--- src/rtl/ballot_collector.sv ---
// ---------------------------------------------------------------------------
// ballot_collector
//
// Front end for the combinational four-person voter. A round is opened with
// `start`, after which each of the four voter stations may hand over exactly
// one vote through a level req / pulsed ack handshake. The assembled 4-bit
// ballot is driven onto the voter's I[3:0] input. Once the ballot is
// complete, or the collection window runs out, the voter's O[3:1] response
// is latched and announced with a one-cycle strobe.
//
// Ports
//   clk           in   1       rising-edge clock
//   rst           in   1       asynchronous reset, active-high
//   start         in   1       open a round (only looked at in IDLE)
//   vote_req      in   4       station i presents a vote, held until acked
//   vote_val      in   4       vote of station i (1 = yes), valid with req
//   vote_ack      out  4       one-cycle accept pulse per station
//   ballot        out  4       registered ballot, feeds voter I[3:0]
//   voted_mask    out  4       stations already accepted this round
//   result_in     in   3       voter O[3:1], combinational from ballot
//   result_out    out  3       latched voter response for the closed round
//   result_valid  out  1       one-cycle strobe: result_out was updated
//   timeout       out  1       last round closed with a missing vote (held)
//   busy          out  1       high whenever the FSM is not in IDLE
//   round_cnt     out  RCNT_W  completed rounds, wraps modulo 2^RCNT_W
// ---------------------------------------------------------------------------
module ballot_collector #(
  parameter int TIMEOUT_CYCLES = 16,
  parameter int RCNT_W         = 8
) (
  input  logic              clk,
  input  logic              rst,
  input  logic              start,
  input  logic [3:0]        vote_req,
  input  logic [3:0]        vote_val,
  output logic [3:0]        vote_ack,
  output logic [3:0]        ballot,
  output logic [3:0]        voted_mask,
  input  logic [2:0]        result_in,
  output logic [2:0]        result_out,
  output logic              result_valid,
  output logic              timeout,
  output logic              busy,
  output logic [RCNT_W-1:0] round_cnt
);

  // The timer only has to reach TIMEOUT_CYCLES-1, so it is sized for that.
  localparam int TIMER_W = (TIMEOUT_CYCLES > 1) ? $clog2(TIMEOUT_CYCLES) : 1;
  localparam logic [TIMER_W-1:0] TIMER_LAST = TIMER_W'(TIMEOUT_CYCLES - 1);

  typedef enum logic [1:0] {
    ST_IDLE,
    ST_COLLECT,
    ST_EVAL,
    ST_REPORT
  } state_t;

  state_t             state;
  logic [TIMER_W-1:0] timer;

  logic [3:0] accept;
  logic [3:0] mask_next;
  logic [3:0] ballot_next;

  // Work out which stations get accepted this cycle. A station is accepted
  // only the first time it requests within a round; any later request from
  // the same station is simply ignored, so its first vote can never be
  // overwritten. Several stations may be accepted together.
  always_comb begin
    accept      = vote_req & ~voted_mask;
    mask_next   = voted_mask | accept;
    ballot_next = (ballot & ~accept) | (vote_val & accept);
  end

  // busy is a pure decode of the state register, so it drops in the same
  // instant an asynchronous reset returns the FSM to IDLE.
  assign busy = (state != ST_IDLE);

  // Round sequencer: IDLE -> COLLECT -> EVAL -> REPORT -> IDLE.
  // vote_ack and result_valid are registered pulses: they default low every
  // cycle and are only raised for the single cycle after the event that
  // caused them. result_out and round_cnt survive across rounds; ballot and
  // voted_mask stay visible after REPORT until the next round is opened.
  always_ff @(posedge clk or posedge rst) begin
    if (rst) begin
      state        <= ST_IDLE;
      timer        <= '0;
      ballot       <= '0;
      voted_mask   <= '0;
      vote_ack     <= '0;
      result_out   <= '0;
      result_valid <= 1'b0;
      timeout      <= 1'b0;
      round_cnt    <= '0;
    end else begin
      vote_ack     <= '0;
      result_valid <= 1'b0;

      case (state)
        ST_IDLE: begin
          if (start) begin
            state      <= ST_COLLECT;
            ballot     <= '0;
            voted_mask <= '0;
            timer      <= '0;
            timeout    <= 1'b0;
          end
        end

        ST_COLLECT: begin
          ballot     <= ballot_next;
          voted_mask <= mask_next;
          vote_ack   <= accept;
          // A complete mask wins over the timer, so a last vote landing in
          // the final window cycle still closes the round without timeout.
          // Missing stations keep their cleared ballot bit (abstain = no).
          if (mask_next == 4'b1111) begin
            state <= ST_EVAL;
          end else if (timer == TIMER_LAST) begin
            state   <= ST_EVAL;
            timeout <= 1'b1;
          end else begin
            timer <= timer + TIMER_W'(1);
          end
        end

        ST_EVAL: begin
          // ballot has been stable for a full cycle, so the voter output
          // has settled and can be captured.
          result_out   <= result_in;
          result_valid <= 1'b1;
          state        <= ST_REPORT;
        end

        ST_REPORT: begin
          round_cnt <= round_cnt + RCNT_W'(1);
          state     <= ST_IDLE;
        end

        default: begin
          state <= ST_IDLE;
        end
      endcase
    end
  end

endmodule

--- config.mk ---
export PLATFORM = sky130hd
export DESIGN_NAME = ballot_collector
export DESIGN_NICKNAME = d
export VERILOG_FILES = /design/src/rtl/ballot_collector.sv
export SDC_FILE = /design/constraint.sdc
export NUM_CORES = 1
export LEC_CHECK = 0
export CORE_MARGIN = 3
export CORE_UTILIZATION = 40
export CTS_CLUSTER_DIAMETER = 60
export DETAILED_ROUTE_END_ITERATION = 10
export PLACE_DENSITY = 0.68
export SETUP_SLACK_MARGIN = 0.2
export SYNTH_ARGS = -nofsm -noshare
export SYNTH_HDL_FRONTEND = slang
export SYNTH_SLANG_ARGS = --single-unit
--- constraint.sdc ---
create_clock -name clk -period 2.2 [get_ports clk]
set_clock_uncertainty 0.1 [all_clocks]
set_input_delay 0.33 -clock clk [delete_from_list [all_inputs] [get_ports clk]]
set_output_delay 0.33 -clock clk [all_outputs]
set_load 0.05 [all_outputs]
== Word level (Yosys, flattened, before mapping) ==
Index checks and enable logic that the tools add are counted.
Word-level totals
  output and inout port bits: 26
  word-level logic and storage cells: 51
  register bits after elaboration: 31
  ROM bits: 0
  bits of input ports: 14
  bits in latches: 0
  memories kept: 0
  RAM bits: 0
Operators by class
  $add $sub $neg: 2
  multiply operators: 0
  bitwise gates (word level): 7
  reductions and logical operators: 7
  magnitude comparators: 0
  equal/unequal tests: 10
  divide/modulo/power cells: 0
  shift-type cells: 0
  multiplexer cells: 16
Operators by type and width (count)
  $pmux W4 S2: 3
  $mux W4: 4
  $and A4 B4 Y4: 3
  $add A8 B1 Y8 const B: 1
  $eq A4 B4 Y1 const B: 2
  $ne A2 B2 Y1 const B: 4
  $not A4 Y4: 2
  $or A4 B4 Y4: 2
  $pmux W2 S4: 1
  $reduce_and A4 Y1: 2
  $mux W2: 3
  $add A4 B1 Y4 const B: 1
  $eq A2 B2 Y1 const B: 2
  $mux W1: 4
  $reduce_and A2 Y1: 2
  $reduce_bool A2 Y1: 2
  $ne A3 B3 Y1 const B: 1
  $eq A2 B1 Y1 const B: 1
  $logic_not A2 Y1: 1
  $pmux W1 S2: 1

== Depth between registers and ports, before layout ==
Gate-level depths: netlist (run 1).
  depth after elaboration: 6
  gate-level depth with buffers: 7
  mapped depth without buffers: 6

== Least setup slack after synthesis (run 1) ==
OpenSTA, ideal clock, no wires.
  kind: reg-to-reg
  start: register voted_mask[1]
  end: register state[1]
  path buffers: 0
  slack: 486 ps
  arrival: 1489 ps
  stages on the path, launching flop included: 5
  data required time: 1975 ps
  library setup time: 125 ps
  period minus slack after synthesis: 1714 ps
  cells stage by stage: dfrtp_1 o22ai_1 o211ai_1 nand2_1 mux2_2
Between the ends
  cells in the longest elaborated chain, start to end: 6
  elaborated cells between the ends (all ways): 8
  classes of those cells: eq/ne (2); mux (2); bitwise (3); reduce/logical (1)
Ends and longest elaborated chain
  start, declared: RTL line 38  | output logic [3:0] voted_mask,
  start signal, assigned: RTL line 112  | voted_mask <= mask_next;
  $not A4 Y4: RTL line 70  | accept = vote_req & ~voted_mask;
  $and A4 B4 Y4: RTL line 70
  $or A4 B4 Y4 *: RTL line 71  | mask_next = voted_mask | accept;
  $eq A4 B4 Y1 *: RTL line 117  | if (mask_next == 4'b1111) begin
  $mux W2 / $ne A3 B3 Y1 (equally long branches)
  $pmux W2 S4 / $reduce_and A2 Y1 (equally long branches)
  end signal, assigned: RTL line 102  | state <= ST_COLLECT;
  end signal, assigned: RTL line 118  | state <= ST_EVAL;
  end signal, assigned: RTL line 120  | state <= ST_EVAL;
  end, declared: RTL line 58  | state_t state;
Every way passes the cells marked *; elsewhere a longest branch is shown, timed or not.
A chain may end at the register's enable or synchronous reset.

== Worst setup path after layout (run 1) ==
  start: register round_cnt[4]
  end: output round_cnt[4]
RTL lines
  start, declared: RTL line 44  | output logic [RCNT_W-1:0] round_cnt
  start signal, assigned: RTL line 136  | round_cnt <= round_cnt + RCNT_W'(1);
No word-level cell between the ends.

==> results of run 1 <==
-- metrics by stage --
stage,setup WS (ns),area (um^2),instances
6_report,0.261,1990,216
3_3_place_gp,0.270,1900,208
4_1_cts,0.230,1970,214
3_5_place_dp,0.224,1900,208
2_1_floorplan,0.486,1470,124
5_1_grt,0.196,1990,216
-- worst max path at each step --
stage,from,to,slack (ns),depth (start not counted)
final,round_cnt[4]$_DFFE_PP0N_,round_cnt[4],0.26,1
after CTS,state[0]$_DFFE_PP0P_,ballot[1]$_DFFE_PP0P_,0.23,6
after detailed placement,vote_req[1],state[1]$_DFFE_PP0P_,0.22,5
after global placement,vote_req[1],state[1]$_DFFE_PP0P_,0.27,5
after global routing,state[0]$_DFFE_PP0P_,ballot[1]$_DFFE_PP0P_,0.20,6
after floorplan,voted_mask[1]$_DFFE_PP0P_,state[1]$_DFFE_PP0P_,0.49,4
-- Yosys cell counts --
master	n	share of area
o21ai_0	1	0.0034
nand3b_1	1	0.0051
or2b_1	1	0.0051
xor2_1	4	0.024
nand2_1	7	0.018
a41oi_1	1	0.0060
mux2_4	1	0.010
inv_1	4	0.010
nor2_2	1	0.0043
mux2_2	5	0.038
buf_12	1	0.014
buf_2	1	0.0034
a2111oi_2	1	0.010
o211ai_1	2	0.010
dfrtp_1	31	0.53
ha_1	7	0.060
nand4_1	4	0.017
mux2i_1	6	0.041
and3b_1	4	0.024
and3b_2	1	0.0068
a21oi_1	9	0.031
a41oi_2	1	0.011
xnor2_1	4	0.024
nand3_1	4	0.014
nor3_2	1	0.0068
nor2_1	14	0.036
o22ai_1	2	0.0085
buf_6	1	0.0077
nor3b_1	3	0.015
o21a_4	1	0.010
-- kinds of logic after synthesis --
family | count (synthesis)
muxes | 12
AOI/OAI and AO/OA | 18
DFF | 31
and+or+nand+nor | 41
adders and majority gates | 7
buffers and inverters | 7
xor gates and xnor gates | 8
-- registers in the layout, summed over array words and instances (netlist names), 2 cells and up --
register    cells
ballot          4
result_out      3
round_cnt       8
state           2
timer           4
vote_ack        4
voted_mask      4
-- where the power goes --
group / internal [uW] / switching (uW) / total [uW]
combinational: 662 / 1120 / 1780
clock: 210 / 183 / 393
sequential: 778 / 181 / 959
total: 1650 / 1480 / 3130
-- layout by cell type, fill, tap and decap left out, types with 3 or more instances in the layout --
master | synthesis | routed
a21oi_1 | 9 | 9
and3b_1 | 4 | 4
buf_4 | 0 | 5
clkbuf_8 | 0 | 5
clkdlybuf4s50_1 | 0 | 35
dfrtp_1 | 31 | 31
ha_1 | 7 | 5
inv_1 | 4 | 4
mux2_2 | 5 | 5
mux2i_1 | 6 | 6
nand2_1 | 7 | 7
nand3_1 | 4 | 4
nand4_1 | 4 | 4
nor2_1 | 14 | 14
nor3b_1 | 3 | 3
xnor2_1 | 4 | 4
xor2_1 | 4 | 4
-- per-layer routing --
layer,up-vias,global-route usage,wire length (um)
met5,-,0,0
met4,0,0.0761,54
met3,5,0.0472,135
met2,25,0.249,1540
met1,536,0.188,1330
li1,526,-,-
-- final cells by class --
class	instances	area share
Tap cell	46	0.0289
Inverter	4	0.00754
Sequential cell	31	0.389
Timing Repair Buffer	43	0.212
Clock buffer	6	0.0364
Multi-Input combinational cell	86	0.326
-- what timing repair did --
action / CTS / global route
pin swaps: 0 / 1
setup buffers: 0 / 2
gates resized for setup: 1 / 4
setup endpoints to repair: 1 / 6
-- worst register-to-register path, stage by stage, from the launching register on --
cell     delay, ns
dfrtp_1       0.40
inv_1         0.13
ha_2          0.27
mux2i_1       0.20
nor3b_1       0.39
mux2i_1       0.24
nor2_1        0.05
==> flow_summary.json, run 1 <==
{
  "grt_usage": 0.155,
  "syn_inst": 124,
  "finalSetupTns_ns": 0,
  "worst-r2r-cell-count": 6,
  "finalMaxSlewViolations": 0,
  "avgSynthCellArea_um2": 11.9,
  "clk_pin_slew_ns": 0.06,
  "fp.dieW_um": 66.7,
  "finalCriticalPeriod_ns": 1.94,
  "grt_pass1_wl_um": 5110,
  "fin_nets": 192,
  "drcViolationCount": 0,
  "routed_wl_um": 3060,
  "muxShareOfSynthArea": 0.0893,
  "antenna_found_initial": 0,
  "cp-start-kind": "flip-flop",
  "synth.cell_area_mm2": 0.00147,
  "hold_buffers": 0,
  "drtPass1Iterations": 4,
  "synth_fp_nets": 145,
  "place_hpwl_um": 2270,
  "max_freq_mhz": 516,
  "post_drt_wl_per_cell_um": 14.2,
  "utilization": 0.579,
  "slowest_delay_ns": 0.83,
  "cp-end-kind": "output port",
  "synthAdderAreaFrac": 0.0595,
  "setup_viol": 0,
  "io_buffers": 39,
  "hold_class": "input pin to async pin",
  "crit_fanout": 4,
  "regArea_um2": 776,
  "power_leakage_uw": 0.000898,
  "fp.dieH_um": 66.7,
  "critPathArrivalTime_ns": 1.51,
  "io_pins": 40,
  "cap_violations": 0,
  "h-tree-depth": 2,
  "critical_path_class": "flip-flop to output port",
  "status": "finished clean",
  "ys_seq_area_frac": 0.527,
  "power_uw": 3130,
  "start_util": 0.427,
  "coreArea_mm2": 0.00344,
  "viasPerCell": 5.06,
  "cts_tree": "built",
  "hold-worst-slack_ns": 0.323,
  "insertion_delay_ns": 0.28,
  "yosysUniqueCellTypes": 30,
  "cp_cell_sequence": "clkdlybuf4s50_1",
  "syn_to_final_growth_pct": 35.4,
  "slew_headroom": 0.655,
  "synth_seq_cells": 31,
  "numCtsBuffers": 5,
  "cts_root_buffer": "clkbuf_8",
  "synth-simple-area-share": 0.151,
  "ant_nets": 0,
  "crit_buf_inv": 1,
  "r2r-start": "state[0]$_DFFE_PP0P_",
  "row_count": 21,
  "vias": 1092,
  "hold_violations": 0,
  "ys_warn_count": 0,
  "die_area_mm2": 0.00444,
  "drive_gt1_frac": 0.141,
  "drt_iter0_drc": 94,
  "required_ns": 1.77,
  "multi_input_area_um2": 649,
  "synth_compound_area_frac": 0.0901,
  "synth_top_family_by_area": "simple AND/OR/NAND/NOR gates",
  "ir_drop_mv": 0.751,
  "slowest_stage": "clkdlybuf4s50_1",
  "grt_setup_unrepaired": "no",
  "pwr_density_cell_mw_per_mm2": 1570,
  "cpLargestDelayFamily": "buffers and inverters",
  "synth-xor-area-share": 0.0476,
  "reg2reg_to": "ballot[1]$_DFFE_PP0P_",
  "r2r_slack_ns": 0.30,
  "cts.path.max_buffers": 2,
  "gp_congestion": 0.785,
  "fin_crit_sh": 0.881,
  "grt_start_max_net_pins": 32,
  "n_antenna_cell": 0,
  "worst_pin_slew_ns": 0.515,
  "cts_sinks": 31,
  "grt_overflow": 0,
  "grt_pass1_vias": 1066,
  "nFillCells": 294
}
Power figures use the tool's default switching activity.
==> run 2, diff against run 1 <==
- PLACE_DENSITY: 0.68 -> 0.73
- REMOVE_ABC_BUFFERS: default -> 1
==> run 2 against run 1 <==
  * Critical endpoint is now round_cnt[2]
  * Sequential power up 0.4%
  * Largest cell class unchanged
  * Critical path depth is the same
  * Die area is the same
  * Global-route usage down 0.13 points
  * Design area rose by 3.1%
  * Maximum frequency shrank 0.53%
==> flow_summary.json, run 2 (synthesis gave the netlist of run 1 again) <==
{
  "fin_nets": 194,
  "use_met3": 0.0472,
  "cts.path.max_buffers": 2,
  "grt_start_max_net_pins": 32,
  "cts_sinks": 31,
  "grt_pass1_wl_um": 5130,
  "viasPerCell": 5.15,
  "h-tree-depth": 2,
  "io_buffers": 39,
  "use_met1": 0.189,
  "cp.depth": 1,
  "grt_overflow": 0,
  "cts_root_buffer": "clkbuf_8",
  "ant_nets": 0,
  "p_sw_frac": 0.454,
  "pwr_density_cell_mw_per_mm2": 1620,
  "cp-start-kind": "flip-flop",
  "worst-r2r-cell-count": 5,
  "top_register": "round_cnt",
  "io_pins": 40,
  "slowest_stage": "clkdlybuf4s50_1",
  "final_cell_mix": "35 x clkdlybuf4s50_1, 31 x dfrtp_1, 14 x nor2_1",
  "max_freq_mhz": 513,
  "worst_pin_slew_ns": 0.513,
  "cp-end-kind": "output port",
  "power_leakage_uw": 0.000946,
  "fp.dieH_um": 66.7,
  "finalSetupTns_ns": 0,
  "slew_headroom": 0.657,
  "drive_gt1_frac": 0.161,
  "final_common_cell": "clkdlybuf4s50_1",
  "largest_reg_flops": 8,
  "grt_usage": 0.154,
  "r2r-start": "state[0]$_DFFE_PP0P_",
  "required_ns": 1.77,
  "antenna_found_initial": 0,
  "gp_congestion": 0.768,
  "hold_violations": 0,
  "fp.dieW_um": 66.7,
  "hold_buffers": 0,
  "post_drt_wl_per_cell_um": 14.2,
  "coreArea_mm2": 0.00344,
  "utilization": 0.597,
  "drtPass1Iterations": 4,
  "place_hpwl_um": 2210,
  "setup_viol": 0,
  "power.switching_uw": 1510,
  "grt_setup_unrepaired": "no",
  "grt_pass1_vias": 1142,
  "routed_wl_um": 3120,
  "insertion_delay_ns": 0.29,
  "critPathArrivalTime_ns": 1.52,
  "p_int_uw": 1820,
  "crit_buf_inv": 1,
  "status": "finished clean",
  "hold_class": "input pin to async pin",
  "cp_cell_sequence": "clkdlybuf4s50_1",
  "die_area_mm2": 0.00444,
  "slowest_delay_ns": 0.82,
  "worstSetupStartpoint": "round_cnt[2]$_DFFE_PP0N_",
  "syn_to_final_growth_pct": 39.6,
  "ir_drop_mv": 0.857,
  "drt_iter0_drc": 71,
  "cpLargestDelayFamily": "buffers and inverters",
  "row_count": 21,
  "crit_fanout": 4,
  "combPwrFrac": 0.539,
  "top_usage_layer": "met2",
  "met2_usage": 0.236,
  "drcViolationCount": 0,
  "clk_pin_slew_ns": 0.07,
  "cts_tree": "built",
  "start_util": 0.427,
  "p_clk_frac": 0.172,
  "fin_crit_sh": 0.886,
  "cap_violations": 0,
  "vias": 1134,
  "hold-worst-slack_ns": 0.318,
  "seqPwrFrac": 0.289,
  "finalMaxSlewViolations": 0,
  "numCtsBuffers": 5,
  "n_antenna_cell": 0,
  "critical_path_class": "flip-flop to output port",
  "finalCriticalPeriod_ns": 1.95
}
run 2: metal layers:
layer,wire length [um],part of all wire
met5,0,0
met1,1420,0.45
met2,1460,0.47
met3,167,0.053
met4,80,0.026
run 2: power by group through the flow:
| stage | logic, uW | clock network [uW] | registers (uW) |
|---|---|---|---|
| 6_report | 1800 | 574 | 963 |
| 5_1_grt | 1920 | 611 | 1000 |
| 3_3_place_gp | 1720 | 0 | 960 |
| 4_1_cts | 1770 | 590 | 966 |
| 2_1_floorplan | 648 | 0 | 1520 |
| 3_5_place_dp | 1760 | 0 | 973 |
run 2: path summary, 6_finish.rpt:
check                                            end  slack, ns
hold reg to reg             round_cnt[7]$_DFFE_PP0N_       0.40
min in group clk            round_cnt[7]$_DFFE_PP0N_       0.40
hold / removal                 vote_ack[2]$_DFF_PP0_       0.32
max in group asynchronous  result_out[1]$_DFFE_PP0P_       1.39
setup / recovery                        round_cnt[2]       0.25
setup reg to reg                timer[2]$_DFFE_PP0P_       0.34
run 2: area by class of cell:
type	instances	area, um^2
tap	46	57.6
clock buffer	6	82.6
inverter	4	15.0
multi-input combinational	86	648
timing repair buffer	45	440
fill	276	1390
sequential	31	776
clock inverter	2	35.0
run 2: timing repair:
| action | CTS | global route |
|---|---|---|
| buffers inserted | 0 | 4 |
| resized for setup | 0 | 4 |
| endpoints found under the setup margin | 0 | 7 |
| endpoints found under the hold margin | 0 | 0 |
run 2: stage by stage:
stage	instance area, um^2	setup slack (ns)	std cells	total power [uW]
after global routing	2050	0.202	220	3530
after floorplan	1440	0.478	121	2170
final	2050	0.251	220	3340
after CTS	2010	0.208	216	3330
after global placement	1900	0.277	208	2690
after detailed placement	1900	0.211	208	2740
